$ cat config.mk
export PLATFORM = sky130hd
export DESIGN_NAME = hazard_ctrl
export DESIGN_NICKNAME = d
export VERILOG_FILES = /design/src/rtl/hazard_ctrl.sv
export SDC_FILE = /design/constraint.sdc
export NUM_CORES = 1
export LEC_CHECK = 0
export BUFFER_PORTS_ARGS = -buffer_cell sky130_fd_sc_hd__clkbuf_2
export CAP_MARGIN = 20
export CORE_ASPECT_RATIO = 1.25
export CORE_UTILIZATION = 35
export CTS_CLUSTER_SIZE = 20
export DETAILED_ROUTE_END_ITERATION = 10
export PLACE_DENSITY = 0.67
export SLEW_MARGIN = 10
export SYNTH_ARGS = -nofsm -noshare
export SYNTH_HDL_FRONTEND = slang
export SYNTH_SLANG_ARGS = --single-unit
$ cat constraint.sdc
create_clock -name clk -period 2.4 [get_ports clk]
set_input_delay 0.12 -clock clk [delete_from_list [all_inputs] [get_ports clk]]
set_output_delay 0.12 -clock clk [all_outputs]
set_load 0.02 [all_outputs]
$ cat src/rtl/hazard_ctrl.sv
// Hazard controller: shadow EX/MEM destination state driving forward selects, load-use stall,
// branch flush and the data-memory stall FSM. Define HAZARD_PERF_CNT_EN to add performance counters.
module hazard_ctrl #(
    parameter int TIMEOUT = 64
) (
    input  logic       clk,
    input  logic       rst,
    input  logic       id_valid,
    input  logic [2:0] id_rs,
    input  logic [2:0] id_rt,
    input  logic       id_rs_used,
    input  logic       id_rt_used,
    input  logic       id_regwrt,
    input  logic       id_memrd,
    input  logic       id_memwrt,
    input  logic [2:0] id_write_reg,
    input  logic       ex_branch_taken,
    input  logic       dmem_stall,
    input  logic       dmem_done,
    output logic       EXFWD1_D,
    output logic       EXFWD2_D,
    output logic       MEMFWD1_D,
    output logic       MEMFWD2_D,
    output logic       hazard_stall,
    output logic       taking_branch,
    output logic       mem_stall,
    output logic       mem_timeout
`ifdef HAZARD_PERF_CNT_EN
    ,
    output logic [15:0] stall_cycles,
    output logic [15:0] load_use_count,
    output logic [15:0] flush_count
`endif
);

    typedef struct packed {
        logic       valid;
        logic       regwrt;
        logic       memrd;
        logic       memwrt;
        logic [2:0] dest;
    } shadow_t;

    typedef enum logic {IDLE, BUSY} mstate_t;

    localparam int CW = $clog2(TIMEOUT + 1);
    localparam logic [CW-1:0] TMAX    = CW'(TIMEOUT);
    localparam logic [CW-1:0] TMAX_M1 = CW'(TIMEOUT - 1);

    shadow_t       ex_q, mem_q, id_entry;
    mstate_t       state_q;
    logic [CW-1:0] tcnt_q;
    logic          timeout_q;

    logic       mem_access;
    logic [2:0] src [2];
    logic [1:0] used, ex_hit, mem_hit, ld_hit;
    logic       load_use, fwd_en;

    assign id_entry   = {id_valid, id_regwrt, id_memrd, id_memwrt, id_write_reg};
    assign mem_access = mem_q.valid & (mem_q.memrd | mem_q.memwrt);
    assign src[0]     = id_rs;
    assign src[1]     = id_rt;
    assign used       = {id_rt_used, id_rs_used};

    // Stall releases in the same cycle dmem_done is seen, so no extra bubble cycle.
    assign mem_stall     = (state_q == BUSY) ? ~dmem_done : (mem_access & dmem_stall);
    assign taking_branch = rst & ex_branch_taken & ~mem_stall;

    genvar gi;
    generate
        for (gi = 0; gi < 2; gi++) begin : g_op
            assign ex_hit[gi]  = used[gi] & ex_q.valid & ex_q.regwrt & ~ex_q.memrd
                               & (ex_q.dest == src[gi]);
            assign mem_hit[gi] = used[gi] & mem_q.valid & mem_q.regwrt & (mem_q.dest == src[gi]);
            assign ld_hit[gi]  = used[gi] & (ex_q.dest == src[gi]);
        end
    endgenerate

    assign load_use     = id_valid & ex_q.valid & ex_q.memrd & ex_q.regwrt & (|ld_hit);
    assign hazard_stall = load_use & ~taking_branch & ~mem_stall;
    assign fwd_en       = id_valid & ~hazard_stall;

    assign EXFWD1_D  = fwd_en & ex_hit[0];
    assign EXFWD2_D  = fwd_en & ex_hit[1];
    assign MEMFWD1_D = fwd_en & mem_hit[0] & ~ex_hit[0];
    assign MEMFWD2_D = fwd_en & mem_hit[1] & ~ex_hit[1];
    assign mem_timeout = timeout_q;

    always_ff @(posedge clk or negedge rst) begin
        if (!rst) begin
            ex_q  <= '0;
            mem_q <= '0;
        end else if (!mem_stall) begin
            mem_q <= ex_q;
            ex_q  <= (hazard_stall | taking_branch) ? '0 : id_entry;
        end
    end

    always_ff @(posedge clk or negedge rst) begin
        if (!rst) begin
            state_q   <= IDLE;
            tcnt_q    <= '0;
            timeout_q <= 1'b0;
        end else begin
            case (state_q)
                IDLE: begin
                    tcnt_q <= '0;
                    if (mem_access & dmem_stall) state_q <= BUSY;
                end
                BUSY: begin
                    if (tcnt_q != TMAX)    tcnt_q    <= tcnt_q + 1'b1;
                    if (tcnt_q == TMAX_M1) timeout_q <= 1'b1;
                    if (dmem_done)         state_q   <= IDLE;
                end
                default: state_q <= IDLE;
            endcase
        end
    end

`ifdef HAZARD_PERF_CNT_EN
    logic [2:0]  perf_inc;
    logic [15:0] perf_q [3];

    assign perf_inc = {taking_branch, hazard_stall, mem_stall};

    generate
        for (gi = 0; gi < 3; gi++) begin : g_perf
            always_ff @(posedge clk or negedge rst) begin
                if (!rst)                                 perf_q[gi] <= '0;
                else if (perf_inc[gi] && ~&perf_q[gi])    perf_q[gi] <= perf_q[gi] + 16'd1;
            end
        end
    endgenerate

    assign stall_cycles   = perf_q[0];
    assign load_use_count = perf_q[1];
    assign flush_count    = perf_q[2];
`endif

endmodule

* Word level (Yosys, flattened, before mapping)
Cells that the tools add are included.
** Storage, ports and cells
- Bits in registers :: 23
- Bits in latches :: 0
- Bits in writable memories :: 0
- Memory bits (read-only) :: 0
- Input bits :: 20
- Memories :: 0
** Cells by class
- Add/sub/neg operators :: 1
- Multiply operators :: 0
- Divide/modulo/power cells :: 0
- Order comparisons :: 0
- Equality and inequality tests :: 7
- Shift-type cells :: 0
- Mux-type cells :: 7
- Bitwise operators :: 43
- Reduce and logical (&&, ||, !) cells :: 2
** Operators with widths (count)
- 1-bit AND :: 33
- 7-bit two-way mux :: 2
- 7-bit one-hot mux with 2 select lines :: 1
- 3-bit equality test :: 4
- 1-bit inverter :: 8
- 7-bit by 1-bit adder with 7-bit output, second input constant :: 1
- 7-bit by 6-bit equality test with 1-bit output, second input constant :: 1
- 7-bit != test, second input constant :: 1
- 1-bit two-way mux :: 3
- 2-bit by 1-bit != test with 1-bit output, second input constant :: 1
- 1-bit bitwise OR :: 2
- 1-bit one-hot mux with 2 select lines :: 1
- 2-bit AND reduction :: 1
- 2-bit OR reduction :: 1

* Logic depth before layout (Yosys ltp)
- Depth after elaboration :: 13
- Depth in mapped cells :: 5
- Gate-level depth less buffers :: 5

* Worst setup path before layout
No wires, ideal clock.
- Kind :: reg2out
- From :: reg mem_q[6] (netlist name)
- To :: out MEMFWD1_D
- Arrival :: 1.223 ns
- Required time :: 2.280 ns
- Setup slack :: 1.057 ns
- Cell stages (with the launch flop) :: 5
- Buffers on the path :: 1
- Path through :: dfrtp_1 o211ai_2 o211a_1 buf_4 a31oi_1
** Between the ends
- Word-level cells in the longest chain between the ends :: 12
** Ends and longest elaborated chain
- start, declared :: line 50 : shadow_t ex_q, mem_q, id_entry;
- start signal, assigned :: line 95 : mem_q <= ex_q;
- 1-bit AND :: line 61 : assign mem_access = mem_q.valid & (mem_q.memrd | mem_q.memwrt);
- 1-bit AND :: line 67 : assign mem_stall = (state_q == BUSY) ? ~dmem_done : (mem_access & dmem_stall);
- 1-bit two-way mux :: line 67
- 1-bit inverter :: line 68, 81
- 1-bit AND :: line 68 : assign taking_branch = rst & ex_branch_taken & ~mem_stall;
- 1-bit inverter :: line 81 : assign hazard_stall = load_use & ~taking_branch & ~mem_stall;
- 1-bit AND (2 in series) :: line 81
- 1-bit inverter :: line 82 : assign fwd_en = id_valid & ~hazard_stall;
- 1-bit AND :: line 82
- 1-bit AND * (2 in series) :: line 86 : assign MEMFWD1_D = fwd_en & mem_hit[0] & ~ex_hit[0];
- end, declared :: line 22 : output logic MEMFWD1_D,
Every way passes the cells marked *; elsewhere a longest branch is shown, timed or not.

* Worst setup path after layout
- From :: reg ex_q[1] (netlist name)
- To :: out MEMFWD2_D
** Between the ends
- Word-level cells in the longest chain between the ends :: 10
** Ends and longest elaborated chain
- start, declared :: line 50
- start signal, assigned :: line 96 : ex_q <= (hazard_stall | taking_branch) ? '0 : id_entry;
- 3-bit equality test (on tied branches) :: line 76, 74
- 1-bit AND :: line 76 : assign ld_hit[gi] = used[gi] & (ex_q.dest == src[gi]);
- 2-bit OR reduction :: line 80 : assign load_use = id_valid & ex_q.valid & ex_q.memrd & ex_q.regwrt & (|ld_hit);
- 1-bit AND :: line 80
- 1-bit AND (2 in series) :: line 81
- 1-bit inverter :: line 82
- 1-bit AND :: line 82
- 1-bit AND :: line 87 : assign MEMFWD2_D = fwd_en & mem_hit[1] & ~ex_hit[1];
- 1-bit AND * :: line 87
- end, declared :: line 23 : output logic MEMFWD2_D,
Marks and branches as above.

==> results.md <==
- The cell count of the worst hold path is 3.
- The effective utilization at floorplan is roughly 37%.
- The tightest min-delay check is of the in2reg type.
- In this run the remaining antenna-violating nets after routing total 0.
- In the routed design, unresolved DRC markers number 0.
- The clock passes through at most 2 buffers.
- The number of buffers inserted to repair setup after CTS is 0.
- After floorplanning, the core was divided into 23 placement rows.
- Among all flip-flop cells after synthesis, the most frequent one is sky130_fd_sc_hd__dfrtp_1.
- The congestion estimate from routability-driven global placement came to 0.8130.
- The final-report hold violation count is 0.
- The detailed-route via count is between 900 and 1000.
- The mapped netlist covers 1222 um2.
- The routed design could run at a clock period as short as about 1.8 ns.
- The post-CTS resize count is 0.
- Buffers inserted to repair hold after CTS numbered 1.
- The power density over the cells is between 800 and 900 nW/um2.
- In the final design database the tool counted 173 nets.
- The region available for standard cell placement spans around 3300 um2.
- The cell chosen for the clock root is sky130_fd_sc_hd__clkbuf_8.
- Along the worst path, the maximum fanout reaches 4.
- The number of max-slew violations in the final report is 0.
- The total track usage is roughly 15%.
- The number of enable flip-flop cells after synthesis is 0.
- The flow ran to the end, and the final reports show no timing, DRC or antenna violations.
- The worst path required time is 2.28 ns.
- The number of antenna diodes in the final layout is 0.
- Yosys printed 0 warnings.
- The final setup violation count is 0.
- The number of port buffers is 27.
- The first-pass GRT wire length is ~4 mm.
- The data arrival time of the critical path is between 1.5 and 2 ns.
- The element type at the critical path end is a primary output.
- The hold path startpoint is id_memwrt.
- The die is 54.86 um wide.
- The endpoint of the worst register-to-register path is ex_q[5].
- The total negative slack is 0 ns.
- The top cell type's share of synthesized area is between 40 and 50%.
- The total overflow left after global routing is 0.
- The actual transition at the worst max-transition pin is ~0.5 ns.
- Setup repair after global routing left no endpoint under its margin.
- The average wire per standard cell is 13.22 um.
- The placed standard-cell area is around 1400 um2.
- In the synthesized netlist the async set-or-reset flop fraction comes to 100.0%.
- The library cell used most frequently in the layout, excluding fill and tap cells, is sky130_fd_sc_hd__clkbuf_2.
- After synthesis, the mean cell area works out to around 10 um2.
- After detailed routing, the total wire length is about 2.5 mm.
- Leaving out fill and tap cells, the most frequent cells in the layout are sky130_fd_sc_hd__clkbuf_2, sky130_fd_sc_hd__dfrtp_1, sky130_fd_sc_hd__nand2_1, sky130_fd_sc_hd__xnor2_1, sky130_fd_sc_hd__nor2_1.
- The clock network latency to the later pin of the worst-skew pair is between 0.2 and 0.3 ns.
- The netlist uses 30 different library cells.
- The area added between synthesis and finish is 18.53%.
- After layout, the worst path uses around 76% of the clock period.
- Ranked by total cell area, the synthesized netlist is headed by sky130_fd_sc_hd__dfrtp_1, sky130_fd_sc_hd__xnor2_1, sky130_fd_sc_hd__mux2_2, sky130_fd_sc_hd__nand2_1, sky130_fd_sc_hd__nor2_1.
- The via count of the first global-routing pass is ~960.
- Clock tree synthesis found a total of 23 sinks.
- In this run, CTS created clock tree buffers numbering 3.
- The pin count of the biggest net entering global routing is 24.
- The initial antenna violation count is 0.
- The depth of the worst register-to-register path is 4.
- The peak supply drop is 503.5 uV.
- Clock skew on the completed layout was measured at ~0.0057 ns.
- The die covers roughly 3700 um2.
- The category of the worst setup path launch point is a register.
- The end of the worst hold path is ex_q[3].
- The height of the die is ~68 um.
- The classification of the worst setup path is reg2out.
- The clock transition at the register clock pins on the worst setup and hold paths after CTS is ~0.08 ns.
- Synthesis produced a netlist with a net count of 141.
- The finished cells cover between 1000 and 1500 um2.
- Setup slack on the worst reg-to-reg path comes out at 0.90 ns.
- Synthesis produced approximately 120 cells.
- Pin placement for this block handled 28 I/O pins.
- The fmax is 549.5 MHz.
- Counting flops and latches in the post-synthesis netlist gives 23.
- The post-route netlist has a little under a third of its cells at a drive strength greater than 1.
- The post-detailed-placement half-perimeter wirelength is a little under 2 mm.
- The leakage dissipation is 0.6675 nW.
- The initial detailed-routing violation count is 14.
- The number of max-cap violations is 0.
- The CTS tree is yes.
- CTS built an H-tree with a depth of 1.
- The relative slew slack is 66.59%.
- The startpoint identified for the worst register-to-register timing path is ex_q[1].
- The detailed-route vias per instance is between 5 and 6.
- The cell type with the highest aggregate area in the netlist is sky130_fd_sc_hd__dfrtp_1.
- The pre-antenna-repair detailed-routing pass consisted of 4 iterations.
- After synthesis, flip-flops and latches occupy a little under half of the total area.
## per-stage QoR
step                      hold WS, ns  power (mW)  setup slack, ns  util, %  std cells
after floorplan               -0.1756      0.9671            1.057        -        119
after global placement         0.1284       1.058           0.9507    42.45        182
after detailed placement       0.1291       1.080           0.8850    42.45        182
after CTS                     0.06640       1.320           0.5821    44.16        187
after global routing          0.08432       1.407           0.4574    44.16        187
final                         0.06895       1.301           0.5801    44.16        187
## per-layer routing
metal / wire length (um) / track usage, % / vias to the layer above
li1: - / - / 475
met1: 1108 / 15.90 / 454
met2: 1252 / 29.52 / 28
met3: 82 / 2.000 / 4
met4: 29 / 6.731 / 0
met5: 0 / 0 / -
## how the worst max path moves through the flow
stage / end / start / slack, ns
after floorplan: MEMFWD1_D / mem_q[6] / 1.06
after global placement: MEMFWD2_D / ex_q[1] / 0.95
after detailed placement: MEMFWD2_D / ex_q[1] / 0.89
after CTS: MEMFWD2_D / ex_q[1] / 0.58
after global routing: MEMFWD2_D / ex_q[1] / 0.46
final: MEMFWD2_D / ex_q[1] / 0.58
## cell type report
| cell class | instances | area (um2) |
|---|---|---|
| Clock buffer | 3 | 41.29 |
| Clock inverter | 1 | 5.005 |
| Fill cell | 327 | 1832 |
| Inverter | 4 | 15.01 |
| Multi-Input combinational cell | 90 | 613.1 |
| Sequential cell | 23 | 575.6 |
| Tap cell | 37 | 46.29 |
| Timing Repair Buffer | 29 | 152.6 |
## cell usage after synthesis (2+ instances only)
master / n
sky130_fd_sc_hd__xor2_1: 3
sky130_fd_sc_hd__mux2_2: 7
sky130_fd_sc_hd__nand3_1: 4
sky130_fd_sc_hd__nand4_1: 2
sky130_fd_sc_hd__nand2_1: 19
sky130_fd_sc_hd__o311ai_1: 2
sky130_fd_sc_hd__nor2_1: 11
sky130_fd_sc_hd__inv_1: 4
sky130_fd_sc_hd__and3_1: 2
sky130_fd_sc_hd__dfrtp_1: 23
sky130_fd_sc_hd__a31oi_1: 2
sky130_fd_sc_hd__ha_1: 2
sky130_fd_sc_hd__and4_1: 2
sky130_fd_sc_hd__xnor2_1: 14
sky130_fd_sc_hd__o21ai_0: 7
## registers in the layout, summed over array words and instances (netlist names)
| name | count |
|---|---|
| mem_timeout | 1 |
| mem_q | 7 |
| state_q | 1 |
| ex_q | 7 |
| tcnt_q | 7 |
## kinds of logic after synthesis
kind of cell / after synthesis / synth area share [%]
buffers and inverters: 6 / 2.763
adders and majority gates: 2 / 2.047
xor gates and xnor gates: 17 / 12.18
and+or+nand+nor: 46 / 18.12
DFF: 23 / 47.08
muxes: 8 / 7.268
AOI/OAI and AO/OA: 17 / 10.54
## worst max-delay path, cell delays in order, from the launching register on
cell and delay, ns:
sky130_fd_sc_hd__dfrtp_1 0.43, sky130_fd_sc_hd__xnor2_1 0.21, sky130_fd_sc_hd__nand4_1 0.24, sky130_fd_sc_hd__o311ai_1 0.33, sky130_fd_sc_hd__a31oi_1 0.07, sky130_fd_sc_hd__clkbuf_2 0.17
## where the power goes
group	leakage (nW)	total, mW	switching (mW)	internal (mW)
combinational	0.344	0.442	0.226	0.216
clock	0.0255	0.234	0.119	0.116
sequential	0.298	0.625	0.121	0.504
Power figures use the tool's default switching activity.
